File: src/rtl/regfile_read_arbiter.sv
// Round-robin arbiter that shares one register-file read port among NUM_REQ requesters
// and returns the read data to the granted requester with a fixed two-cycle latency.
module regfile_read_arbiter #(
  parameter int NUM_REQ     = 4,
  parameter int DATA_WIDTH  = 64,
  parameter bit ZERO_REG_EN = 1'b1
) (
  input  logic                          clk,
  input  logic                          reset,
  input  logic [NUM_REQ-1:0]            req,
  input  logic [NUM_REQ-1:0][4:0]       req_addr,
  input  logic                          stall,
  output logic [NUM_REQ-1:0]            gnt,
  output logic [4:0]                    ReadRegister,
  input  logic [DATA_WIDTH-1:0]         OutputData,
  output logic [NUM_REQ-1:0]            rd_valid,
  output logic [DATA_WIDTH-1:0]         rd_data
);

  localparam int PTR_W = (NUM_REQ > 1) ? $clog2(NUM_REQ) : 1;

  logic [PTR_W-1:0]      ptr_q;
  logic                  win_vld_p0;
  logic [PTR_W-1:0]      win_id_p0;
  logic [NUM_REQ-1:0]    gnt_p0;
  logic                  vld_p1_q;
  logic [PTR_W-1:0]      id_p1_q;
  logic [4:0]            raddr_p1_q;
  logic [NUM_REQ-1:0]    rd_valid_p2_q;
  logic [DATA_WIDTH-1:0] rd_data_p2_q;

  // (base + offset) mod NUM_REQ, for offset < NUM_REQ
  function automatic logic [PTR_W-1:0] wrap_idx(input logic [PTR_W-1:0] base, input int offset);
    logic [PTR_W:0] sum;
    sum = {1'b0, base} + (PTR_W+1)'(offset);
    if (sum >= (PTR_W+1)'(NUM_REQ))
      sum = sum - (PTR_W+1)'(NUM_REQ);
    return sum[PTR_W-1:0];
  endfunction

  function automatic logic [DATA_WIDTH-1:0] zero_reg_mask(input logic [4:0] raddr,
                                                          input logic [DATA_WIDTH-1:0] data);
    if (ZERO_REG_EN && (raddr == 5'd31))
      return '0;
    return data;
  endfunction

  // Stage 0: combinational round-robin search starting at ptr
  always_comb begin
    win_vld_p0 = 1'b0;
    win_id_p0  = '0;
    gnt_p0     = '0;
    if (reset && !stall) begin
      for (int k = 0; k < NUM_REQ; k++) begin
        if (!win_vld_p0 && req[wrap_idx(ptr_q, k)]) begin
          win_vld_p0 = 1'b1;
          win_id_p0  = wrap_idx(ptr_q, k);
        end
      end
    end
    if (win_vld_p0)
      gnt_p0[win_id_p0] = 1'b1;
  end

  always_ff @(posedge clk) begin
    if (!reset)
      ptr_q <= '0;
    else if (win_vld_p0)
      ptr_q <= wrap_idx(win_id_p0, 1);
  end

  // Stage 1: drive the read-register select from the winner
  always_ff @(posedge clk) begin
    if (!reset) begin
      vld_p1_q   <= 1'b0;
      id_p1_q    <= '0;
      raddr_p1_q <= 5'd31;
    end else begin
      vld_p1_q <= win_vld_p0;
      if (win_vld_p0) begin
        id_p1_q    <= win_id_p0;
        raddr_p1_q <= req_addr[win_id_p0];
      end
    end
  end

  // Stage 2: capture mux output and return it to the requester
  always_ff @(posedge clk) begin
    if (!reset) begin
      rd_valid_p2_q <= '0;
      rd_data_p2_q  <= '0;
    end else if (vld_p1_q) begin
      rd_valid_p2_q <= NUM_REQ'(1) << id_p1_q;
      rd_data_p2_q  <= zero_reg_mask(raddr_p1_q, OutputData);
    end else begin
      rd_valid_p2_q <= '0;
    end
  end

  assign gnt          = gnt_p0;
  assign ReadRegister = raddr_p1_q;
  assign rd_valid     = rd_valid_p2_q;
  assign rd_data      = rd_data_p2_q;

endmodule

File: config.mk
export PLATFORM = sky130hd
export DESIGN_NAME = regfile_read_arbiter
export DESIGN_NICKNAME = d
export VERILOG_FILES = /design/src/rtl/regfile_read_arbiter.sv
export SDC_FILE = /design/constraint.sdc
export NUM_CORES = 1
export LEC_CHECK = 0
export CORE_ASPECT_RATIO = 1.25
export CORE_MARGIN = 4
export CORE_UTILIZATION = 30
export DETAILED_ROUTE_END_ITERATION = 8
export MAX_ROUTING_LAYER = met4
export PLACE_DENSITY = 0.73
export SLEW_MARGIN = 20
export SYNTH_ARGS = -nofsm -noshare
export SYNTH_HDL_FRONTEND = slang
export SYNTH_SLANG_ARGS = --single-unit
File: constraint.sdc
create_clock -name clk -period 1.5 [get_ports clk]
set_input_delay 0.3 -clock clk [delete_from_list [all_inputs] [get_ports clk]]
set_output_delay 0.3 -clock clk [all_outputs]
set_load 0.01 [all_outputs]
==> results of run 1 <==
==> area by class of cell <==
type | count | area (um2)
clock inverter | 6 | 87.6
fill | 989 | 4920
multi-input combinational | 266 | 1840
clock buffer | 9 | 225
timing repair buffer | 198 | 1910
inverter | 1 | 3.75
sequential | 78 | 1560
tap | 132 | 165
==> cells by family after synthesis <==
family / after synthesis
buffers and inverters: 25
AO/OA/AOI/OAI: 93
AND/OR/NAND/NOR: 171
XOR/XNOR: 1
multiplexers: 1
flip-flops: 78
==> layer usage <==
metal	up-vias	track usage [%]
met5	-	-
met4	0	6.72
met3	16	3.29
met2	105	28.1
met1	1474	17.8
li1	1599	-
==> how the worst max path moves through the flow <==
stage	to	from	cells past startpoint
final	gnt[0]	ptr_q[0]	6
after global routing	gnt[0]	ptr_q[0]	6
after floorplan	ReadRegister[3]	req[3]	6
after detailed placement	gnt[0]	req[0]	6
after global placement	gnt[0]	req[0]	6
after CTS	gnt[3]	ptr_q[0]	7
==> through the flow <==
stage               total power, mW  TNS, ns
detailed placement             3.48   -11.33
global placement               3.46   -10.40
global route                   6.06    -5.21
finish                         5.78    -4.21
floorplan                      2.84   -0.818
CTS                            5.80    -4.49
==> worst max-delay path, delay by kind of cell (launching register included) <==
family	cells	cell delay (ns)
and+or+nand+nor	4	0.77
DFF	1	0.33
buffers and inverters	2	0.29
==> state kept, by name, indices dropped and copies added, names as in the netlist <==
name	cells
rd_valid	4
ReadRegister	5
rd_data	64
vld_p1_q	1
ptr_q	2
id_p1_q	2
==> power by group <==
part           leakage (nW)  internal (mW)  switching (mW)
Combinational          1.88          0.710           0.549
Clock                 0.155           1.45           0.818
Sequential            0.635           2.19          0.0661
==> timing repair <==
| item | in CTS | in global routing |
|---|---|---|
| cloned | 0 | 0 |
| pin swaps | 19 | 18 |
| setup buffers | 3 | 3 |
| setup endpoints to repair | 71 | 28 |
| gates resized for setup | 104 | 35 |
==> layout by cell type (no fill, tap or decap), types with 3 or more instances in the layout <==
master,n
nand2_1,6
clkbuf_16,9
and3_4,5
buf_4,21
nor2b_1,128
o21ai_0,3
a21oi_1,68
dlygate4sd2_1,62
o21ai_2,6
buf_6,11
and2b_2,3
dlymetal6s2s_1,15
a311o_1,5
nor4_4,3
o31ai_2,3
or2_1,5
clkdlybuf4s50_1,85
dfxtp_1,76
nor2_4,4
==> summary.md, run 1 <==
| Metric | Value |
|---|---|
| Pleak | 2.67 nW |
| TritonCTS Buffers | 9 |
| Count leader, synth | nor2b_1 |
| Hold Buf Count CTS | 0 |
| Antenna Diode Count | 0 |
| Total Routing Usage GR | 16.2% |
| Hold Path Cell Cnt | 1 |
| Drt wl/cell | 15.1 um |
| Top post-synthesis cells by area | dfxtp_1 (47%), nor2b_1 (24%), a21oi_1 (10%), clkbuf_1 (2.3%), a311o_1 (1.5%) |
| Hold path start | id_p1_q[0] |
| Highest Signal Layer | met4 |
| CTS Buffer Depth | 2 |
| Hold Path End | rd_valid[2] |
| Worst reg-to-reg setup slack | -0.40 ns |
| Asr flop ratio synth | 0% |
| Met2 wire len | 5400 um |
| First-pass GRT wire length | 16200 um |
| Worst Hold Class | flip-flop to flip-flop |
| Final antenna-violating net count | 0 |
| Setup slack at placement | -1.15 ns |
| Core area | 10700 um2 |
| Number of global-route vias before repair | 3335 |
| Final worst slack | -0.515 ns |
| GPL Wtd Cong | 0.745 |
| Complex-gate fraction of the synthesized area | 15.7% |
| Core Rows | 42 |
| DP HPWL | 7550 um |
| Measured slew at the worst slew-check pin | 0.448 ns |
| Die Width | 102 um |
| Wl on met1 | 4040 um |
| WL met3 | 741 um |
| Non-filler instance count after layout | 690 |
| Root Driver | clkbuf_16 |
| Power Density | 998 nW/um2 |
| Cell Area, Synth | 3310 um2 |
| Via density | 4.63 |
| Largest net degree at the start of global routing | 53 |
| Crit-path cells | and2b_2 -> nor4b_4 -> or2_4 -> buf_6 -> nor4_4 -> buf_2 |
| Run status | complete, but fails checks |
| Main combinational cell family by area after synthesis | simple AND/OR/NAND/NOR gates |
| RSZ-0062 raised after global routing | yes |
| Synth Area in Simple Gates | 33.4% |
| Port Buffers | 167 |
| Die area | 12800 um2 |
| Most used DFF post-synth | dfxtp_1 |
| CTS clk-pin slew, worst paths | 0.06 ns |
| Commonest cells post-synth | nor2b_1 (129), dfxtp_1 (78), a21oi_1 (69) |
| Reg2reg start | ptr_q[0] |
| Antenna violations before repair | 0 |
| Finished Core Util | 54.1% |
| Clock Skews | 0.00508 ns |
| Ports | 168 |
| Ys Warns | 0 |
| Htree depth | 3 |
| Worst slew margin | 70.1% |
| Critical path's slowest cell | dfxtp_2 |
| GRT overflow | 0 |
| Fin crit share | 134% |
| Syn Area/Cell | 8.98 um2 |
| WP data arrival | 1.72 ns |
| Critical path fanouts, max | 4 |
| # Max-Cap Violations | 0 |
| Netlist cell types | 38 |
| Die H | 126 um |
| DR DRC count | 0 |
| Post-synthesis mux area share | 0.302% |
| Detailed Routing Iterations Pass 1 | 4 |
| Syn Nets | 460 |
| Synth Instances | 369 |
| Reg-to-Reg End | ReadRegister[3] |
| Reg2Reg Depth | 9 |
| Placed Area | 5300 um2 |
| Synth-to-Final Area Change | 74.9% |
| Post-synth top area share | 47.1% |
| CP Class | flip-flop to output port |
| Layout cells sized above 1 | 16.8% |
| Sequential fraction of the synthesis area | 47.1% |
| Layout net count | 645 |
| Crit end category | output port |
| Post-synth EDFFs | 0 |
| FF+latch count, synth | 78 |
| Fin. max-slew vios | 0 |
| Hold Violations, Final | 0 |
| Clk Latency, worst-skew pair | 0.32 ns |
| DRT Wirelength | 10400 um |
| Critical Path RT | 1.20 ns |
| Cell taking the most area after synthesis | dfxtp_1 |
| Slowest stage delay, CP | 0.33 ns |
| DP Cell Count | 670 |
| VDD IR max | 464 uV |
| Hold Slack | 0.458 ns |
| Crit path time final | 2.02 ns |
| Crit start category | flip-flop |
| TritonCTS clock tree | done |
| Synthesized-area fraction occupied by adder cells | 0% |
| First DRT Iteration DRCs | 96 |
| Failing checks | setup timing |
| Final Cell Area | 5800 um2 |
| Num Clock Sinks | 78 |
| Final setup fails | 11 |
| Initial Utilization | 30.9% |
| Max Freq | 496 MHz |
| Via count | 3194 |
| Post-Synth XOR/XNOR Area | 0.264% |
Power figures use the tool's default switching activity.
==> inputs of run 2 (changes only) <==
RECOVER_POWER = 100   (was not set)
==> summary.md, run 2 (synthesis results as in run 1) <==
| Metric | Value |
|---|---|
| Layout net count | 645 (unchanged) |
| Fin. max-slew vios | 0 (unchanged) |
| Hold Violations, Final | 0 (unchanged) |
| Run status | complete, but fails checks |
| # Max-Cap Violations | 0 (unchanged) |
| Max FFs per register | 64 (unchanged) |
| Setup TNS | -4.24 ns (-0.0324 ns) |
| Drt wl/cell | 15.0 um (-0.54%) |
| Via count | 3210 (+0.50%) |
| DR DRC count | 0 (unchanged) |
| Port Buffers | 167 (unchanged) |
| Critical path fanouts, max | 4 (unchanged) |
| Critical path's slowest cell | dfxtp_2 |
| Slowest stage delay, CP | 0.33 ns (about the same) |
| First DRT Iteration DRCs | 93 (-3.1%) |
| Die area | 12800 um2 (unchanged) |
| Power Density | 1010 nW/um2 (+0.76%) |
| Via density | 4.65 (+0.50%) |
| Antenna violations before repair | 0 (unchanged) |
| DP HPWL | 7550 um (unchanged) |
| Hold Slack | 0.455 ns (-0.00234 ns) |
| Crit start category | flip-flop |
| WP buf/inv | 2 (unchanged) |
| Number of global-route vias before repair | 3335 (unchanged) |
| Crit end category | output port |
| Total Routing Usage GR | 16.2% (unchanged) |
| Reg-to-Reg End | ReadRegister[3] |
| Reg2reg start | ptr_q[0] |
| Largest net degree at the start of global routing | 53 (unchanged) |
| Measured slew at the worst slew-check pin | 0.479 ns (+0.0309 ns) |
| Layout cells sized above 1 | 16.7% (-0.18 points) |
| Crit-path cells | and2b_2 -> nor4b_4 -> or2_4 -> buf_6 -> nor4_4 -> buf_2 |
| Worst slew margin | 68.1% (-2.1 points) |
| Core area | 10700 um2 (unchanged) |
| VDD IR max | 462 uV (-0.46%) |
| TritonCTS clock tree | done |
| Die Width | 102 um (unchanged) |
| Clock Skews | 0.00474 ns (-0.000333 ns) |
| GRT overflow | 0 (unchanged) |
| Failing checks | setup timing |
| Critical Path RT | 1.20 ns (about the same) |
| Pleak | 2.39 nW (-11%) |
| Ports | 168 (unchanged) |
| Commonest non-fill, non-tap cell in the layout | nor2b_1 |
| Num Clock Sinks | 78 (unchanged) |
| Final worst slack | -0.516 ns (-0.000722 ns) |
| Root Driver | clkbuf_16 |
| Final antenna-violating net count | 0 (unchanged) |
| Clk Latency, worst-skew pair | 0.32 ns (about the same) |
| Reg2Reg Depth | 9 (unchanged) |
| Initial Utilization | 30.9% (unchanged) |
| Placed Area | 5300 um2 (unchanged) |
| Final Cell Area | 5730 um2 (-1.1%) |
| Crit path time final | 2.02 ns (+0.000722 ns) |
| Critical Path Start | ptr_q[0] |
| First-pass GRT wire length | 16200 um (unchanged) |
| End point of the critical path | gnt[0] |
| GPL Wtd Cong | 0.745 (unchanged) |
| CTS Buffer Depth | 2 (unchanged) |
| Synth-to-Final Area Change | 72.9% |
| TritonCTS Buffers | 9 (unchanged) |
| CP Class | flip-flop to output port |
| Die H | 126 um (unchanged) |
| Fin crit share | 134% (about the same) |
| Worst reg-to-reg setup slack | -0.40 ns (about the same) |
| CTS clk-pin slew, worst paths | 0.06 ns (about the same) |
| Core Rows | 42 (unchanged) |
| Final setup fails | 11 (unchanged) |
| RSZ-0062 raised after global routing | yes |
| WP data arrival | 1.72 ns (about the same) |
| Leading cell types in the layout, fill and taps excluded | nor2b_1 (128), clkdlybuf4s50_1 (85), dfxtp_1 (77) |
| Max Freq | 496 MHz (about the same) |
| Htree depth | 3 (unchanged) |
| Detailed Routing Iterations Pass 1 | 5 (+1) |
| Antenna Diode Count | 0 (unchanged) |
| DRT Wirelength | 10400 um (-0.54%) |
| Worst Hold Class | flip-flop to flip-flop |
| Largest delay share family, worst path | simple AND/OR/NAND/NOR gates |
| Worst path depth | 6 (unchanged) |
-- run 2: changes by cell type in the layout (fill, tap and decap cells not counted), sizes merged --
cell and change:
clkdlybuf4s25 +14, dlymetal6s2s -15, clkbuf +4, buf -3
-- run 2: worst reg2reg max path, cell delays in order, from the launching register on --
cell	delay [ns]
dfxtp_2	0.34
and2b_2	0.25
buf_6	0.12
nor2_4	0.09
a2bb2oi_4	0.19
buf_6	0.15
buf_6	0.11
o21ai_4	0.07
and3_4	0.18
a311o_1	0.28
-- run 2: how the worst min path moves through the flow --
stage	depth (start not counted)	end	slack [ns]	start
finish	1	rd_valid[2]	0.46	id_p1_q[0]
global placement	1	rd_valid[0]	0.45	id_p1_q[0]
detailed placement	1	rd_valid[2]	0.45	id_p1_q[0]
floorplan	1	rd_valid[2]	0.42	id_p1_q[0]
global route	1	rd_valid[2]	0.48	id_p1_q[0]
CTS	1	rd_valid[2]	0.46	id_p1_q[0]
-- run 2: layer usage --
layer | track usage, % | vias up | routed length, um
li1 | - | 1601 | -
met1 | 17.8 | 1478 | 3980
met2 | 28.1 | 116 | 5390
met3 | 3.29 | 15 | 771
met4 | 6.72 | 0 | 225
met5 | - | - | 0
-- run 2: through the flow --
stage          setup slack (ns)  total power [mW]  util [%]  instances
4_1_cts                  -0.553              5.80      52.8        688
6_report                 -0.516              5.76      53.5        690
2_1_floorplan           -0.0948              2.84         -        369
3_5_place_dp              -1.15              3.48      49.5        670
5_1_grt                  -0.602              6.05      53.5        690
3_3_place_gp              -1.11              3.46      49.5        670
-- run 2: power by group --
part           internal [mW]  leakage, nW  switching, mW
sequential              2.19        0.635         0.0672
clock                   1.45        0.155          0.810
combinational          0.698         1.60          0.547
total                   4.34         2.39           1.42
-- run 2: cell type report --
cell class,instances,area (um2)
fill,1000,4990
timing repair buffer,198,1850
clock inverter,6,87.6
tap,132,165
clock buffer,9,225
sequential,78,1560
inverter,1,3.75
multi-input combinational,266,1840
-- run 2: timing repair --
| action | in CTS | in global routing |
|---|---|---|
| setup endpoints to repair | 71 | 28 |
| setup buffers | 3 | 3 |
| pin swaps | 19 | 18 |
| hold buffers | 0 | 0 |
| resized for setup | 104 | 35 |
==> patch, RTL diff (config.mk and constraints of run 1) <==
Change the parameter `NUM_REQ` from 4 to 2.
--- a/src/rtl/regfile_read_arbiter.sv
+++ b/src/rtl/regfile_read_arbiter.sv
@@ -2,5 +2,5 @@
 // and returns the read data to the granted requester with a fixed two-cycle latency.
 module regfile_read_arbiter #(
-  parameter int NUM_REQ     = 4,
+  parameter int NUM_REQ     = 2,
   parameter int DATA_WIDTH  = 64,
   parameter bit ZERO_REG_EN = 1'b1
Ports: changed (resized gnt, rd_valid, req and req_addr); port bits go from 168 to 152. The function was not compared with the original's and may differ.
==> patch against run 1 <==
- worst setup slack improved by 0.57 ns
- routed wire length fell by 4.6%
- total power fell by 9.7%
- global-route usage fell by 1.5 points
- combinational power fell by 24%
- sequential cell count fell by 4
- hold slack got worse by 0.056 ns
- design area fell by 5.7%
- first-iteration DRC count fell by 7.3%
- synthesized area rose by 8.2%
- critical path type unchanged
- largest power group is now the clock network
==> patch: results (changes against run 1) <==
Placement
  – Placed Area: 0.00517 mm² (-2.5%)
  – Detail Placement HPWL: 7030 µm (-6.9%)
  – PortBufs: 151 (-9.6%)
  – Gpl congestion: 0.806 (+8.2%)

Global routing
  – Vias in the first global route: 3,327 (-0.24%)
  – First-pass GRT wire length: 16,100 µm (-0.55%)
  – Pin count of the biggest net entering global routing: 74 (+40%)

Drt
  – Routed wire length: 9940 µm (-4.6%)
  – Via/cell ratio: 4.62 (-0.22%)
  – Residual DRC: 0 (unchanged)
  – Detailed Route Iter0 Violations: 89 (-7.3%)

Hold path
  – Worst Hold Class: in -> reg
  – Hold Crit Start: stall

Cells and area
  – Share of post-route cells with drive strength above 1: 12.7% (-4.1 points)
  – Area Growth Syn to Fin: 52.5%
  – Nets@finish: 624 (-3.3%)
  – Max FFs per register: 64 (unchanged)

Critical path
  – Worst EP arrival: 1.15 ns (-0.57 ns)
  – R2r startpoint: ReadRegister[3]
  – Critical path origin: ptr_q
  – Worst Path Max Fanout: 4 (unchanged)

Logic synthesis
  – Register area share after synthesis: 41.3% (-5.8 points)
  – Synth Net Count: 484 (+5.2%)
  – Cell variety after synth: 29 (-24%)
  – Area contributors post-synth: dfxtp_1, o21a_1, nor2b_1
  – Top cells by count, synth: dfxtp_1, nand2_1, o21a_1

Clocking
  – Clock transition at the registers of the reported paths: 0.06 ns (about the same)
  – Post-cts resize count: 73 (-30%)
  – Post-CTS Setup Inserts: 1 (-2)
  – Worst-Skew Late Latency: 0.32 ns (about the same)

Pwr
  – Worst vdd ir: 0.000504 V (+8.7%)
  – Leak Pwr: 0.00257 µW (-3.9%)

Timing
  – Post-Route Skew: 0.00427 ns (-0.000807 ns)
  – Slew @ Worst Pin: 0.783 ns (+0.335 ns)

Outcome
  – Outcome: finished, final reports clean
==> patch: cell types whose count changed after synthesis, moves of 8 or more <==
cell,before,now
inv_1,1,9
a21oi_2,0,23
nand2_1,7,65
o21a_1,1,64
a21oi_1,69,42
buf_2,2,12
nor2b_1,129,57
==> patch: where the power goes <==
group	internal, µW	switching (µW)
Combinational	482	471
Sequential	2050	52.4
Clock	1380	785
==> patch: kinds of logic (layout without fill, tap and decap cells) <==
group / after synthesis / count (layout) / synth area share, %
buffers and inverters: 48 / 193 / 9.32
and+or+nand+nor: 140 / 140 / 21.1
DFF: 74 / 74 / 41.3
AOI/OAI and AO/OA: 143 / 143 / 28.2
==> patch: layout make-up <==
cell class              count  area [µm²]
flip-flops and latches     74        1490
fillers                  1152        6210
clock buffers              12         256
inverters                   9        33.8
repair buffers            168        1650
multi-input cells         283        1790
well taps                 161         201
clock inverters             4        48.8
==> patch: routing by layer <==
layer  share of wire [%]  track usage [%]  routed length, µm
met5                   0                -                  0
met4                 2.8             6.78                281
met3                 5.9             3.86                588
met2                  50             25.0               4950
met1                  41             16.2               4120
==> patch: final timing paths <==
check,slack [ns],depth (start not counted),end
min reg2reg,0.45,1,rd_valid[0]
max,0.05,3,gnt[1]
max reg2reg,0.23,4,rd_data[47]
min,0.40,3,ptr_q
==> patch: metrics by stage <==
stage	power [µW]	setup WS [ns]	instances
floorplan	2750	0.257	405
global placement	3140	-0.570	693
detailed placement	3160	-0.549	693
CTS	5330	0.000367	710
global route	5490	0.000481	711
finish	5220	0.0514	711
==> patch: critical path: stages, from the launching register on <==
cell and delay [ns]:
dfxtp_4 0.38, nor2b_4 0.05, nor3b_4 0.25, buf_6 0.14
